$ cat src/rtl/ata_req_sched_pkg.sv
// Shared disk-controller definitions: register word map, control/status bit
// positions, scheduler state encoding and datapath widths.
package dsk_pkg;

    // Controller register word indices.
    localparam int unsigned WordCtl   = 0;
    localparam int unsigned WordCount = 1;
    localparam int unsigned WordLba   = 2;
    localparam int unsigned WordCap   = 3;

    // Word-0 bit positions (write: start/IEN/WRT/DONE, read: ERR/DONE/INIT).
    localparam int unsigned CtlStart = 0;
    localparam int unsigned CtlIen   = 1;
    localparam int unsigned CtlWrt   = 2;
    localparam int unsigned StsErr   = 3;
    localparam int unsigned CtlDone  = 4;
    localparam int unsigned StsInit  = 5;

    // Datapath widths.
    localparam int unsigned ChunkW = 4;   // chunk size 0..8
    localparam int unsigned CountW = 8;   // request sector count 0..255
    localparam int unsigned LbaW   = 28;
    localparam int unsigned AddrW  = 18;  // word address [19:2]

    typedef enum logic [3:0] {
        StInitRd,
        StInitGap,
        StCapRd,
        StIdle,
        StCheck,
        StWrLba,
        StWrCnt,
        StFill,
        StStart,
        StPoll,
        StPollGap,
        StClr,
        StDrain,
        StNext,
        StResp
    } sched_state_e;

    function automatic logic [AddrW-1:0] word_addr(input int unsigned w);
        return AddrW'(w);
    endfunction

endpackage

$ cat src/rtl/ata_req_sched_if.sv
// Control-register bus between the scheduler (master) and the disk controller (slave).
interface ata_req_sched_if;
    import dsk_pkg::*;

    logic             m_en;
    logic             m_wr;
    logic [AddrW-1:0] m_addr;
    logic [31:0]      m_dout;
    logic [31:0]      m_din;
    logic             m_wait;

    modport master (
        output m_en, m_wr, m_addr, m_dout,
        input  m_din, m_wait
    );

    modport slave (
        input  m_en, m_wr, m_addr, m_dout,
        output m_din, m_wait
    );

endinterface

$ cat src/rtl/ata_req_sched_rr_arb2.sv
// Two-input round-robin arbiter; under contention the requester not served last wins.
module rr_arb2 (
    input  logic       clk,
    input  logic       reset,
    input  logic [1:0] req,
    input  logic       update,
    input  logic       served,
    output logic       gnt_valid,
    output logic       gnt_idx
);

    logic last_q;

    // Last-served owner; resets to 1 so requester 0 wins the first contention.
    always_ff @(posedge clk or posedge reset) begin
        if (reset) begin
            last_q <= 1'b1;
        end else if (update) begin
            last_q <= served;
        end
    end

    // Grant the sole requester, or the one not served last when both ask.
    always_comb begin
        gnt_valid = |req;
        gnt_idx   = (&req) ? ~last_q : req[1];
    end

endmodule

$ cat src/rtl/ata_req_sched.sv
// Request scheduler: arbitrates two sector requesters, splits each request into
// controller-sized chunks and sequences the controller registers as bus master.
module ata_req_sched
    import dsk_pkg::*;
#(
    parameter int unsigned CHUNK_MAX = 8,
    parameter int unsigned POLL_GAP  = 16
) (
    input  logic              clk,
    input  logic              reset,
    ata_req_sched_if.master   bus,
    input  logic [1:0]        req_valid,
    output logic [1:0]        req_ready,
    input  logic [1:0]        req_write,
    input  logic [55:0]       req_lba,
    input  logic [15:0]       req_count,
    output logic              owner,
    output logic [ChunkW-1:0] chunk_sectors,
    output logic              fill_req,
    input  logic              fill_ack,
    output logic              drain_req,
    input  logic              drain_ack,
    output logic [1:0]        done,
    output logic [1:0]        error,
    output logic              busy,
    output logic              disk_ready,
    output logic [31:0]       capacity
);

    localparam int unsigned       GapW      = (POLL_GAP > 1) ? $clog2(POLL_GAP) : 1;
    localparam logic [GapW-1:0]   GapLoad   = GapW'(POLL_GAP - 1);
    localparam logic [CountW-1:0] ChunkMaxC = CountW'(CHUNK_MAX);

    sched_state_e      state_q;
    logic [GapW-1:0]   gap_q;
    logic              m_en_q, m_wr_q;
    logic [AddrW-1:0]  m_addr_q;
    logic [31:0]       m_dout_q;
    logic [1:0]        req_ready_q, done_q, error_q;
    logic              owner_q, busy_q, ready_q, write_q, err_q;
    logic              fill_req_q, drain_req_q;
    logic [31:0]       cap_q;
    logic [LbaW-1:0]   lba_q;
    logic [CountW-1:0] rem_q;
    logic [ChunkW-1:0] chunk_q;

    logic              gnt_valid, gnt_idx, arb_update;
    logic [LbaW-1:0]   sel_lba;
    logic [CountW-1:0] sel_cnt;
    logic              sel_wr;
    logic [ChunkW-1:0] chunk_n;
    logic [32:0]       end_sum;
    logic              over_cap;
    logic [31:0]       start_word;

    assign arb_update = (state_q == StResp);

    rr_arb2 u_arb (
        .clk       (clk),
        .reset     (reset),
        .req       (req_valid),
        .update    (arb_update),
        .served    (owner_q),
        .gnt_valid (gnt_valid),
        .gnt_idx   (gnt_idx)
    );

    // Winner's request fields, next chunk size, bounds check and start command word.
    always_comb begin
        sel_lba    = gnt_idx ? req_lba[55:28] : req_lba[27:0];
        sel_cnt    = gnt_idx ? req_count[15:8] : req_count[7:0];
        sel_wr     = req_write[gnt_idx];
        chunk_n    = (rem_q > ChunkMaxC) ? ChunkW'(ChunkMaxC) : ChunkW'(rem_q);
        end_sum    = {5'b0, lba_q} + {25'b0, rem_q};
        over_cap   = end_sum > {1'b0, cap_q};
        start_word = '0;
        start_word[CtlStart] = 1'b1;
        start_word[CtlWrt]   = write_q;
    end

    // Main sequencer: each bus state raises m_en once, holds it through m_wait,
    // and drops it on completion so consecutive transfers are always separated.
    always_ff @(posedge clk or posedge reset) begin
        if (reset) begin
            state_q     <= StInitRd;
            gap_q       <= '0;
            m_en_q      <= 1'b0;
            m_wr_q      <= 1'b0;
            m_addr_q    <= '0;
            m_dout_q    <= '0;
            req_ready_q <= '0;
            done_q      <= '0;
            error_q     <= '0;
            owner_q     <= 1'b0;
            busy_q      <= 1'b0;
            ready_q     <= 1'b0;
            write_q     <= 1'b0;
            err_q       <= 1'b0;
            fill_req_q  <= 1'b0;
            drain_req_q <= 1'b0;
            cap_q       <= '0;
            lba_q       <= '0;
            rem_q       <= '0;
            chunk_q     <= '0;
        end else begin
            req_ready_q <= '0;
            done_q      <= '0;
            error_q     <= '0;
            unique case (state_q)
                StInitRd: begin
                    if (!m_en_q) begin
                        m_en_q   <= 1'b1;
                        m_wr_q   <= 1'b0;
                        m_addr_q <= word_addr(WordCtl);
                    end else if (!bus.m_wait) begin
                        m_en_q <= 1'b0;
                        if (bus.m_din[StsInit]) begin
                            state_q <= StCapRd;
                        end else begin
                            gap_q   <= GapLoad;
                            state_q <= StInitGap;
                        end
                    end
                end
                StInitGap: begin
                    if (gap_q == '0) begin
                        m_en_q   <= 1'b1;
                        m_wr_q   <= 1'b0;
                        m_addr_q <= word_addr(WordCtl);
                        state_q  <= StInitRd;
                    end else begin
                        gap_q <= gap_q - 1'b1;
                    end
                end
                StCapRd: begin
                    if (!m_en_q) begin
                        m_en_q   <= 1'b1;
                        m_wr_q   <= 1'b0;
                        m_addr_q <= word_addr(WordCap);
                    end else if (!bus.m_wait) begin
                        m_en_q  <= 1'b0;
                        cap_q   <= bus.m_din;
                        ready_q <= 1'b1;
                        state_q <= StIdle;
                    end
                end
                StIdle: begin
                    if (gnt_valid) begin
                        owner_q     <= gnt_idx;
                        req_ready_q <= gnt_idx ? 2'b10 : 2'b01;
                        lba_q       <= sel_lba;
                        rem_q       <= sel_cnt;
                        write_q     <= sel_wr;
                        err_q       <= 1'b0;
                        busy_q      <= 1'b1;
                        state_q     <= StCheck;
                    end
                end
                StCheck: begin
                    if (rem_q == '0) begin
                        state_q <= StResp;
                    end else if (over_cap) begin
                        err_q   <= 1'b1;
                        state_q <= StResp;
                    end else begin
                        state_q <= StWrLba;
                    end
                end
                StWrLba: begin
                    if (!m_en_q) begin
                        m_en_q   <= 1'b1;
                        m_wr_q   <= 1'b1;
                        m_addr_q <= word_addr(WordLba);
                        m_dout_q <= {4'b0, lba_q};
                        chunk_q  <= chunk_n;
                    end else if (!bus.m_wait) begin
                        m_en_q  <= 1'b0;
                        state_q <= StWrCnt;
                    end
                end
                StWrCnt: begin
                    if (!m_en_q) begin
                        m_en_q   <= 1'b1;
                        m_wr_q   <= 1'b1;
                        m_addr_q <= word_addr(WordCount);
                        m_dout_q <= {28'b0, chunk_q};
                    end else if (!bus.m_wait) begin
                        m_en_q <= 1'b0;
                        if (write_q) begin
                            fill_req_q <= 1'b1;
                            state_q    <= StFill;
                        end else begin
                            state_q <= StStart;
                        end
                    end
                end
                StFill: begin
                    if (fill_ack) begin
                        fill_req_q <= 1'b0;
                        state_q    <= StStart;
                    end
                end
                StStart: begin
                    if (!m_en_q) begin
                        m_en_q   <= 1'b1;
                        m_wr_q   <= 1'b1;
                        m_addr_q <= word_addr(WordCtl);
                        m_dout_q <= start_word;
                    end else if (!bus.m_wait) begin
                        m_en_q  <= 1'b0;
                        state_q <= StPoll;
                    end
                end
                StPoll: begin
                    if (!m_en_q) begin
                        m_en_q   <= 1'b1;
                        m_wr_q   <= 1'b0;
                        m_addr_q <= word_addr(WordCtl);
                    end else if (!bus.m_wait) begin
                        m_en_q <= 1'b0;
                        if (bus.m_din[CtlDone]) begin
                            err_q   <= err_q | bus.m_din[StsErr];
                            state_q <= StClr;
                        end else begin
                            gap_q   <= GapLoad;
                            state_q <= StPollGap;
                        end
                    end
                end
                StPollGap: begin
                    if (gap_q == '0) begin
                        m_en_q   <= 1'b1;
                        m_wr_q   <= 1'b0;
                        m_addr_q <= word_addr(WordCtl);
                        state_q  <= StPoll;
                    end else begin
                        gap_q <= gap_q - 1'b1;
                    end
                end
                StClr: begin
                    if (!m_en_q) begin
                        m_en_q   <= 1'b1;
                        m_wr_q   <= 1'b1;
                        m_addr_q <= word_addr(WordCtl);
                        m_dout_q <= '0;
                    end else if (!bus.m_wait) begin
                        m_en_q <= 1'b0;
                        if (!write_q) begin
                            drain_req_q <= 1'b1;
                            state_q     <= StDrain;
                        end else begin
                            state_q <= StNext;
                        end
                    end
                end
                StDrain: begin
                    if (drain_ack) begin
                        drain_req_q <= 1'b0;
                        state_q     <= StNext;
                    end
                end
                StNext: begin
                    lba_q <= lba_q + LbaW'(chunk_q);
                    rem_q <= rem_q - CountW'(chunk_q);
                    if ((rem_q == CountW'(chunk_q)) || err_q) begin
                        state_q <= StResp;
                    end else begin
                        state_q <= StWrLba;
                    end
                end
                StResp: begin
                    done_q  <= owner_q ? 2'b10 : 2'b01;
                    error_q <= owner_q ? {err_q, 1'b0} : {1'b0, err_q};
                    busy_q  <= 1'b0;
                    state_q <= StIdle;
                end
                default: state_q <= StInitRd;
            endcase
        end
    end

    assign bus.m_en      = m_en_q;
    assign bus.m_wr      = m_wr_q;
    assign bus.m_addr    = m_addr_q;
    assign bus.m_dout    = m_dout_q;
    assign req_ready     = req_ready_q;
    assign owner         = owner_q;
    assign chunk_sectors = chunk_q;
    assign fill_req      = fill_req_q;
    assign drain_req     = drain_req_q;
    assign done          = done_q;
    assign error         = error_q;
    assign busy          = busy_q;
    assign disk_ready    = ready_q;
    assign capacity      = cap_q;

endmodule

$ cat src/flat_wrapper.sv
// flat-port wrapper written by rule: the top's interface ports become plain ports
module ata_req_sched_flat import dsk_pkg::*;
#(
    parameter int unsigned CHUNK_MAX = 8,
    parameter int unsigned POLL_GAP  = 16
)
  (clk, reset, req_valid, req_ready, req_write, req_lba, req_count, owner, chunk_sectors, fill_req, fill_ack, drain_req, drain_ack, done, error, busy, disk_ready, capacity, bus_m_en, bus_m_wr, bus_m_addr, bus_m_dout, bus_m_din, bus_m_wait);
  ata_req_sched_if bus_i ();
  input  logic clk;
  input  logic reset;
  input  logic [1:0] req_valid;
  output logic [1:0] req_ready;
  input  logic [1:0] req_write;
  input  logic [55:0] req_lba;
  input  logic [15:0] req_count;
  output logic owner;
  output logic [ChunkW-1:0] chunk_sectors;
  output logic fill_req;
  input  logic fill_ack;
  output logic drain_req;
  input  logic drain_ack;
  output logic [1:0] done;
  output logic [1:0] error;
  output logic busy;
  output logic disk_ready;
  output logic [31:0] capacity;
  output wire logic [$bits(bus_i.m_en)-1:0] bus_m_en;
  output wire logic [$bits(bus_i.m_wr)-1:0] bus_m_wr;
  output wire logic [$bits(bus_i.m_addr)-1:0] bus_m_addr;
  output wire logic [$bits(bus_i.m_dout)-1:0] bus_m_dout;
  input wire logic [$bits(bus_i.m_din)-1:0] bus_m_din;
  input wire logic [$bits(bus_i.m_wait)-1:0] bus_m_wait;
  assign bus_m_en = bus_i.m_en;
  assign bus_m_wr = bus_i.m_wr;
  assign bus_m_addr = bus_i.m_addr;
  assign bus_m_dout = bus_i.m_dout;
  assign bus_i.m_din = bus_m_din;
  assign bus_i.m_wait = bus_m_wait;
  ata_req_sched #(.CHUNK_MAX(CHUNK_MAX), .POLL_GAP(POLL_GAP)) u_core (.clk(clk), .reset(reset), .bus(bus_i), .req_valid(req_valid), .req_ready(req_ready), .req_write(req_write), .req_lba(req_lba), .req_count(req_count), .owner(owner), .chunk_sectors(chunk_sectors), .fill_req(fill_req), .fill_ack(fill_ack), .drain_req(drain_req), .drain_ack(drain_ack), .done(done), .error(error), .busy(busy), .disk_ready(disk_ready), .capacity(capacity));
endmodule
$ cat config.mk
export PLATFORM = sky130hd
export DESIGN_NAME = ata_req_sched_flat
export DESIGN_NICKNAME = d
export VERILOG_FILES = /design/src/rtl/ata_req_sched_pkg.sv /design/src/rtl/ata_req_sched_if.sv /design/src/rtl/ata_req_sched_rr_arb2.sv /design/src/rtl/ata_req_sched.sv /design/src/flat_wrapper.sv
export SDC_FILE = /design/constraint.sdc
export NUM_CORES = 1
export LEC_CHECK = 0
export ABC_AREA = 1
export CAP_MARGIN = 25
export CORE_ASPECT_RATIO = 1.4
export CORE_MARGIN = 1.5
export CORE_UTILIZATION = 40
export DETAILED_ROUTE_END_ITERATION = 10
export PLACE_DENSITY = 0.67
export SLEW_MARGIN = 20
export SYNTH_ARGS = -nofsm -noshare
export SYNTH_HDL_FRONTEND = slang
export SYNTH_SLANG_ARGS = --single-unit
$ cat constraint.sdc
create_clock -name clk -period 5.85 [get_ports clk]
set_input_delay 1.17 -clock clk [delete_from_list [all_inputs] [get_ports clk]]
set_output_delay 1.17 -clock clk [all_outputs]
set_load 0.02 [all_outputs]
Word-level counts from Yosys, hierarchy flattened
Cells that the tools add are included.
{"block": "totals", "inputBits": 113, "wordCells": 208, "ff_bits": 146, "output_inout_bits": 99}
{"block": "classes", "magnitude_cmp": 3, "muxes": 90, "bitwise_logic": 4, "eq_ne": 51, "n_reduce_logical": 35, "n_addsub": 4}
{"operator": "32-bit 2-to-1 mux", "n": 4}
{"operator": "32-bit case mux with 4 select lines", "n": 1}
{"operator": "4-bit 2-to-1 mux", "n": 31}
{"operator": "18-bit 2-to-1 mux", "n": 5}
{"operator": "18-bit case mux with 5 select lines", "n": 1}
{"operator": "4-bit case mux with 15 select lines", "n": 1}
{"operator": "28-bit 2-to-1 mux", "n": 2}
{"operator": "28-bit case mux with 2 select lines", "n": 1}
{"operator": "2-bit inequality test, second input constant", "n": 23}
{"operator": "33-bit by 32-bit greater-than comparator with 1-bit output", "n": 1}
{"operator": "28-bit by 8-bit adder with 29-bit output", "n": 1}
{"operator": "28-bit by 4-bit adder with 28-bit output", "n": 1}
{"operator": "4-bit equality test, second input constant", "n": 7}
{"operator": "1-bit 2-to-1 mux", "n": 26}
{"operator": "2-bit by 1-bit inequality test with 1-bit output, second input constant", "n": 13}
{"operator": "19-bit AND reduction", "n": 1}
{"operator": "4-bit by 3-bit equality test with 1-bit output, second input constant", "n": 4}
{"operator": "2-bit 2-to-1 mux", "n": 8}
{"operator": "8-bit 2-to-1 mux", "n": 2}
{"operator": "8-bit case mux with 2 select lines", "n": 1}
{"operator": "5-bit AND reduction", "n": 3}
{"operator": "4-bit case mux with 3 select lines", "n": 1}
{"operator": "2-bit AND reduction", "n": 6}
{"operator": "2-bit nonzero test", "n": 5}
{"operator": "other kinds (26)", "n": 38}

Logic depth before layout (Yosys ltp)
{"block": "depth", "word_depth": 5, "mapped_depth": 27, "ltp_nobuf": 27}

Hierarchy
From an unflattened synthesis, not the netlist that was laid out.
{"block": "unflattened", "hier_cells": 1109, "hier_area_um2": 8366.8}
{"module": "ata_req_sched", "instances": 1, "cells_each": 1100, "area_each_um2": 8306.7, "seq_area_each_um2": 3128.0}
{"module": "rr_arb2", "instances": 1, "cells_each": 9, "area_each_um2": 60.1, "seq_area_each_um2": 26.3}

Worst setup path before layout
Ideal clock, no wire load.
{"block": "synth_path", "path_kind": "flip-flop to flip-flop", "start": "reg u_core.rem_q[0]", "end": "reg u_core.state_q[1]", "period_less_slack_ps": 3114, "slack_ps": 2736, "stages_incl_launch_ff": 24, "n_path_buf": 0, "t_arrival_ps": 2998, "t_required_ps": 5734, "setup_time_ps": 116, "path_cell_list": "dfrtp_1 ha_1 inv_1 fa_1 o21ai_0 nand2_1 nand2_1 nand2_1 nor2_1 nand2_1 xor2_1 inv_1 ha_1 nand2_1 nor2_1 nand4_1 nor2_1 nand4_1 nand2_1 nand2_1 nand2_1 nand2_1 nand2_1 nand2_1"}
{"block": "synth_between", "elab_chain_cells": 5, "elab_cells_between_ends": 9, "cone_classes": "add/sub: 1; order compare: 1; eq/ne: 1; mux: 4; reduce/logical: 2"}
{"item": "start, declared", "line": "ata_req_sched.sv:44", "text": "logic [CountW-1:0] rem_q;"}
{"item": "start signal, assigned", "line": "ata_req_sched.sv:152", "text": "rem_q <= sel_cnt;"}
{"item": "start signal, assigned", "line": "ata_req_sched.sv:264", "text": "rem_q <= rem_q - CountW'(chunk_q);"}
{"item": "28-bit by 8-bit adder with 29-bit output", "line": "ata_req_sched.sv:74", "text": "end_sum = {5'b0, lba_q} + {25'b0, rem_q};"}
{"item": "33-bit by 32-bit greater-than comparator with 1-bit output", "line": "ata_req_sched.sv:75", "text": "over_cap = end_sum > {1'b0, cap_q};"}
{"item": "4-bit 2-to-1 mux", "line": "ata_req_sched.sv:162", "text": "end else if (over_cap) begin"}
{"item": "4-bit 2-to-1 mux", "line": "ata_req_sched.sv:160", "text": "if (rem_q == '0) begin"}
{"item": "4-bit case mux with 15 select lines (*)", "line": "ata_req_sched.sv:109", "text": "unique case (state_q)"}
{"item": "end signal, assigned", "line": "ata_req_sched.sv:161", "text": "state_q <= StResp;"}
{"item": "end signal, assigned", "line": "ata_req_sched.sv:164", "text": "state_q <= StResp;"}
{"item": "end signal, assigned", "line": "ata_req_sched.sv:166", "text": "state_q <= StWrLba;"}
{"item": "end, declared", "line": "ata_req_sched.sv:34", "text": "sched_state_e state_q;"}
Mark *: on every way between the ends. The rest lies on a longest branch, timed or not.
A chain may end at the register's enable or synchronous reset.

Worst setup path in the final report
{"block": "layout_path", "start": "reg u_core.rem_q[1]", "end": "reg u_core.state_q[3]"}
Same word-level chain as after synthesis.

==> key figures <==
Finish
  – Share of cells above drive strength 1: between 5 and 6%
  – Design area: between 10000 and 15000 um2
  – Layout Nets: between 1000 and 1500
  – Antenna fix cells: 0
  – Final non-filler cell total: roughly 1600
  – Filler instances: 1996
  – Post-layout util: a little over half
  – Area Overhead vs Synth: 32.23%

Pwr
  – Clock power share: ~20%
  – Share of power burned in registers: about a quarter
  – Switching share of power: between 40% and 50%
  – Leak: roughly 5.3 nW
  – PD cells: ~540 nW/um2
  – Sw power: roughly 0.0027 W
  – Overall power: 0.006027 W
  – Comb pwr share: 53.5%
  – VDD IR max: around 0.29 mV
  – Pint: approximately 0.0033 W

Worst hold path
  – Hold Path Cell Cnt: 2
  – HP Start: u_core.disk_ready
  – Worst hold path class: reg -> reg
  – Worst Hold Path EP: u_core.disk_ready

Routing
  – DRC viols: 14
  – Initial drt markers: between 500 and 600
  – Vias: 8223
  – Drt via density: slightly above 5
  – 1st-pass router iterations: 11
  – Routed WL: 25970 um
  – Routed WL per cell: about 16 um
  – Post-route ant nets: 0

Place
  – Post-DP HPWL: 19910 um
  – # placed instances: around 1600
  – Port bufs: about 190
  – Area after DPL: between 10000 and 15000 um2
  – GP Congestion: around 0.91

Timing
  – Hold Vio Cnt, Final: 0
  – Worst-Margin Slew: roughly 0.97 ns
  – Tmin final: around 3.9 ns
  – Slew Limit Fails: 0
  – # setup viols final: 0
  – Max Clock Skew: about 0.0074 ns
  – RSZ-0062 raised after global routing: false
  – Share of the clock period used by the worst path: roughly 66%
  – Max transition margin: 34.91%
  – Setup tns final: 0 ns
  – Fmax: 0.2579 GHz

Worst setup path
  – Kind of critical path: reg -> reg
  – Critical path launch point type: flip-flop
  – Worst EP required: approximately 6.2 ns
  – Crit path arrival time: about 4.2 ns
  – Reg2Reg Capture Point: u_core.state_q[3]
  – CP Max Fanout: 5
  – Endpoint class of the critical path: flip-flop
  – Reg2reg setup slack: 1.97 ns
  – Register-to-Register Path Depth: 21
  – Crit Reg-Reg Startpoint: u_core.rem_q[1]

Floorplan
  – Die Wd: 126.0 um
  – Core area: 20630 um2
  – # rows: a little over 60
  – Starting Density: around two fifths
  – Die height: 175.1 um
  – DIE AREA: 22060 um2
  – I/O pins: around 210

CTS
  – Root buffer selected by CTS: clkbuf_16
  – CTS buffer count: 17
  – PostCTS Resize Cnt: 0
  – Clock Tree Buf Depth: 2
  – Post-CTS Setup Bufs: 0
  – CTS tree: yes
  – Cts hold-fix bufs: 0
  – Clk sinks: about 130
  – Worst-path clk slew: 0.06 ns
  – H-tree lvl count: 4
  – Clk_lat worst skew: 0.44 ns

Synth
  – Area share of the largest cell type after synthesis: between 30% and 40%
  – #FFs+latches synth: between 100 and 150
  – Number of synthesized flops with an enable pin: 0
  – Post-synth cell types: between 50 and 60
  – Mapped Cells: 1145
  – Post-synthesis async set-or-reset flop share: 100.0%
  – Top cells by area in the synthesized netlist: dfrtp_1, nand2_1, ha_1, inv_1, o21ai_0
  – Mapped Area: between 8000 and 9000 um2
  – Synth Flop Type: dfrtp_1
  – Sequential-to-total area share from yosys stat: 37.25%
  – Biggest area consumer among synthesized cells: dfrtp_1
  – Syn Area/Cell: 7.395 um2
  – Synthesis warning total: 0

Global routing
  – GRT overflow: 0
  – First-pass GRT wire length: between 40000 and 50000 um
  – Vias in the first global route: roughly 7900
  – Largest net degree at the start of global routing: 64
  – Antenna violations before repair: 0
  – Gr usage total: approximately a quarter

Status
  – Failing checks: DRC
  – Status: finished with violations

Job
  – Max Cap Viol: 0
==> layer usage <==
layer	share of wire, %	wire length [um]	GRT usage [%]
met4	2.1	553	7.854
met3	6.0	1554	4.593
met2	48	12460	39.97
met5	0	0	0
met1	44	11400	31.30
==> worst max-delay path by stage <==
stage                    start  slack, ns                   end
2_1_floorplan            reset       1.33  u_core.bus.m_addr[0]
3_3_place_gp   u_core.rem_q[1]       2.02     u_core.state_q[3]
3_5_place_dp   u_core.rem_q[1]       1.99     u_core.state_q[1]
4_1_cts        u_core.rem_q[1]       1.92     u_core.state_q[1]
5_1_grt        u_core.rem_q[1]       1.56     u_core.state_q[1]
6_report       u_core.rem_q[1]       1.97     u_core.state_q[3]
==> state kept, by name (all words and copies together), names as in the netlist <==
register              count
u_core.bus.m_addr         2
u_core.bus.m_dout        28
u_core.bus.m_en           1
u_core.bus.m_wr           1
u_core.busy               1
u_core.capacity          32
u_core.chunk_sectors      4
u_core.disk_ready         1
u_core.done               2
u_core.drain_req          1
u_core.err_q              1
u_core.error              2
u_core.fill_req           1
u_core.gap_q              4
u_core.lba_q             28
u_core.owner              1
u_core.rem_q              8
u_core.req_ready          2
u_core.state_q            4
u_core.u_arb.last_q       1
u_core.write_q            1
==> synthesized netlist by cell type, drive strengths merged (4+ instances only) <==
cell type and n:
nand2 214, inv 161, nor2 151, dfrtp 125, o21ai 115, a21oi 74
nand3 47, ha 46, buf 40, xor2 31, a31oi 23, o21bai 20
clkbuf 15, nor3 14, nand4 13, or2 5, a211oi 4, nor4 4
o211ai 4, o22ai 4
==> power groups by stage <==
stage	Clock (W)	Sequential, W	Combinational (W)
finish	0.00121	0.00159	0.00323
global route	0.00126	0.00164	0.00363
CTS	0.00122	0.00159	0.00323
detailed placement	0	0.00160	0.00321
global placement	0	0.00160	0.00315
floorplan	0	0.00175	0.00192
==> final cells by class <==
type / count / area (um2) / share of cell area [%]
Multi-Input combinational cell: 821 / 4469 / 39.92
Inverter: 162 / 610.6 / 5.454
Clock inverter: 15 / 231.5 / 2.068
Clock buffer: 17 / 425.4 / 3.800
Tap cell: 256 / 320.3 / 2.861
Timing Repair Buffer: 197 / 1984 / 17.72
Sequential cell: 126 / 3154 / 28.17
==> critical path: stages (launching register included) <==
cell     delay, ns
dfrtp_1       0.46
inv_1         0.16
fa_1          0.47
o21ai_0       0.37
nand2_1       0.09
nand2_1       0.17
inv_1         0.08
nor2_1        0.16
nand2_1       0.11
nor4_1        0.39
ha_1          0.34
a21oi_1       0.16
o21ai_0       0.09
and2_1        0.14
nor2_1        0.11
nand2_1       0.06
nand2_1       0.12
nand2_1       0.06
nand2_1       0.08
nand2_1       0.05
nand2_1       0.05
nand2_1       0.04
==> placed cells by master, fill, tap and decap left out, drive strengths merged, types with 2 or more instances in the layout <==
cell type | Yosys | final
a211oi | 4 | 4
a21o | 3 | 3
a21oi | 74 | 74
a22oi | 3 | 3
a31oi | 23 | 23
a41oi | 2 | 2
and2 | 2 | 2
buf | 40 | 6
bufinv | 0 | 5
clkbuf | 15 | 17
clkdlybuf4s50 | 0 | 191
clkinv | 1 | 3
clkinvlp | 0 | 2
conb | 1 | 20
dfrtp | 125 | 125
fa | 3 | 3
ha | 46 | 46
inv | 161 | 167
mux2 | 2 | 2
nand2 | 214 | 214
nand3 | 47 | 47
nand4 | 13 | 13
nor2 | 151 | 151
nor3 | 14 | 14
nor4 | 4 | 4
o2111ai | 3 | 3
o211ai | 4 | 4
o21a | 2 | 2
o21ai | 115 | 115
o21bai | 20 | 20
o221ai | 2 | 2
o22ai | 4 | 4
o31ai | 2 | 2
or2 | 5 | 5
xnor2 | 3 | 3
xor2 | 31 | 31
==> kinds of logic after synthesis <==
family | count (synthesis) | share of synthesized area, %
AND/OR/NAND/NOR | 452 | 22.65
buffers and inverters | 217 | 10.98
XOR/XNOR | 34 | 3.517
AO/OA/AOI/OAI | 263 | 17.66
adder cells (fa/ha/maj) | 49 | 7.507
flip-flops | 126 | 37.25
other | 1 | 0.04429
multiplexers | 3 | 0.3842
==> stage by stage <==
| stage | setup WS, ns | hold WS (ns) |
|---|---|---|
| final | 1.973 | 0.4693 |
| after global routing | 1.556 | 0.5020 |
| after CTS | 1.924 | 0.4722 |
| after detailed placement | 1.990 | 0.4544 |
| after global placement | 2.016 | 0.4513 |
| after floorplan | 1.326 | 0.4525 |
Note: power is estimated with default switching activity, not from simulation.
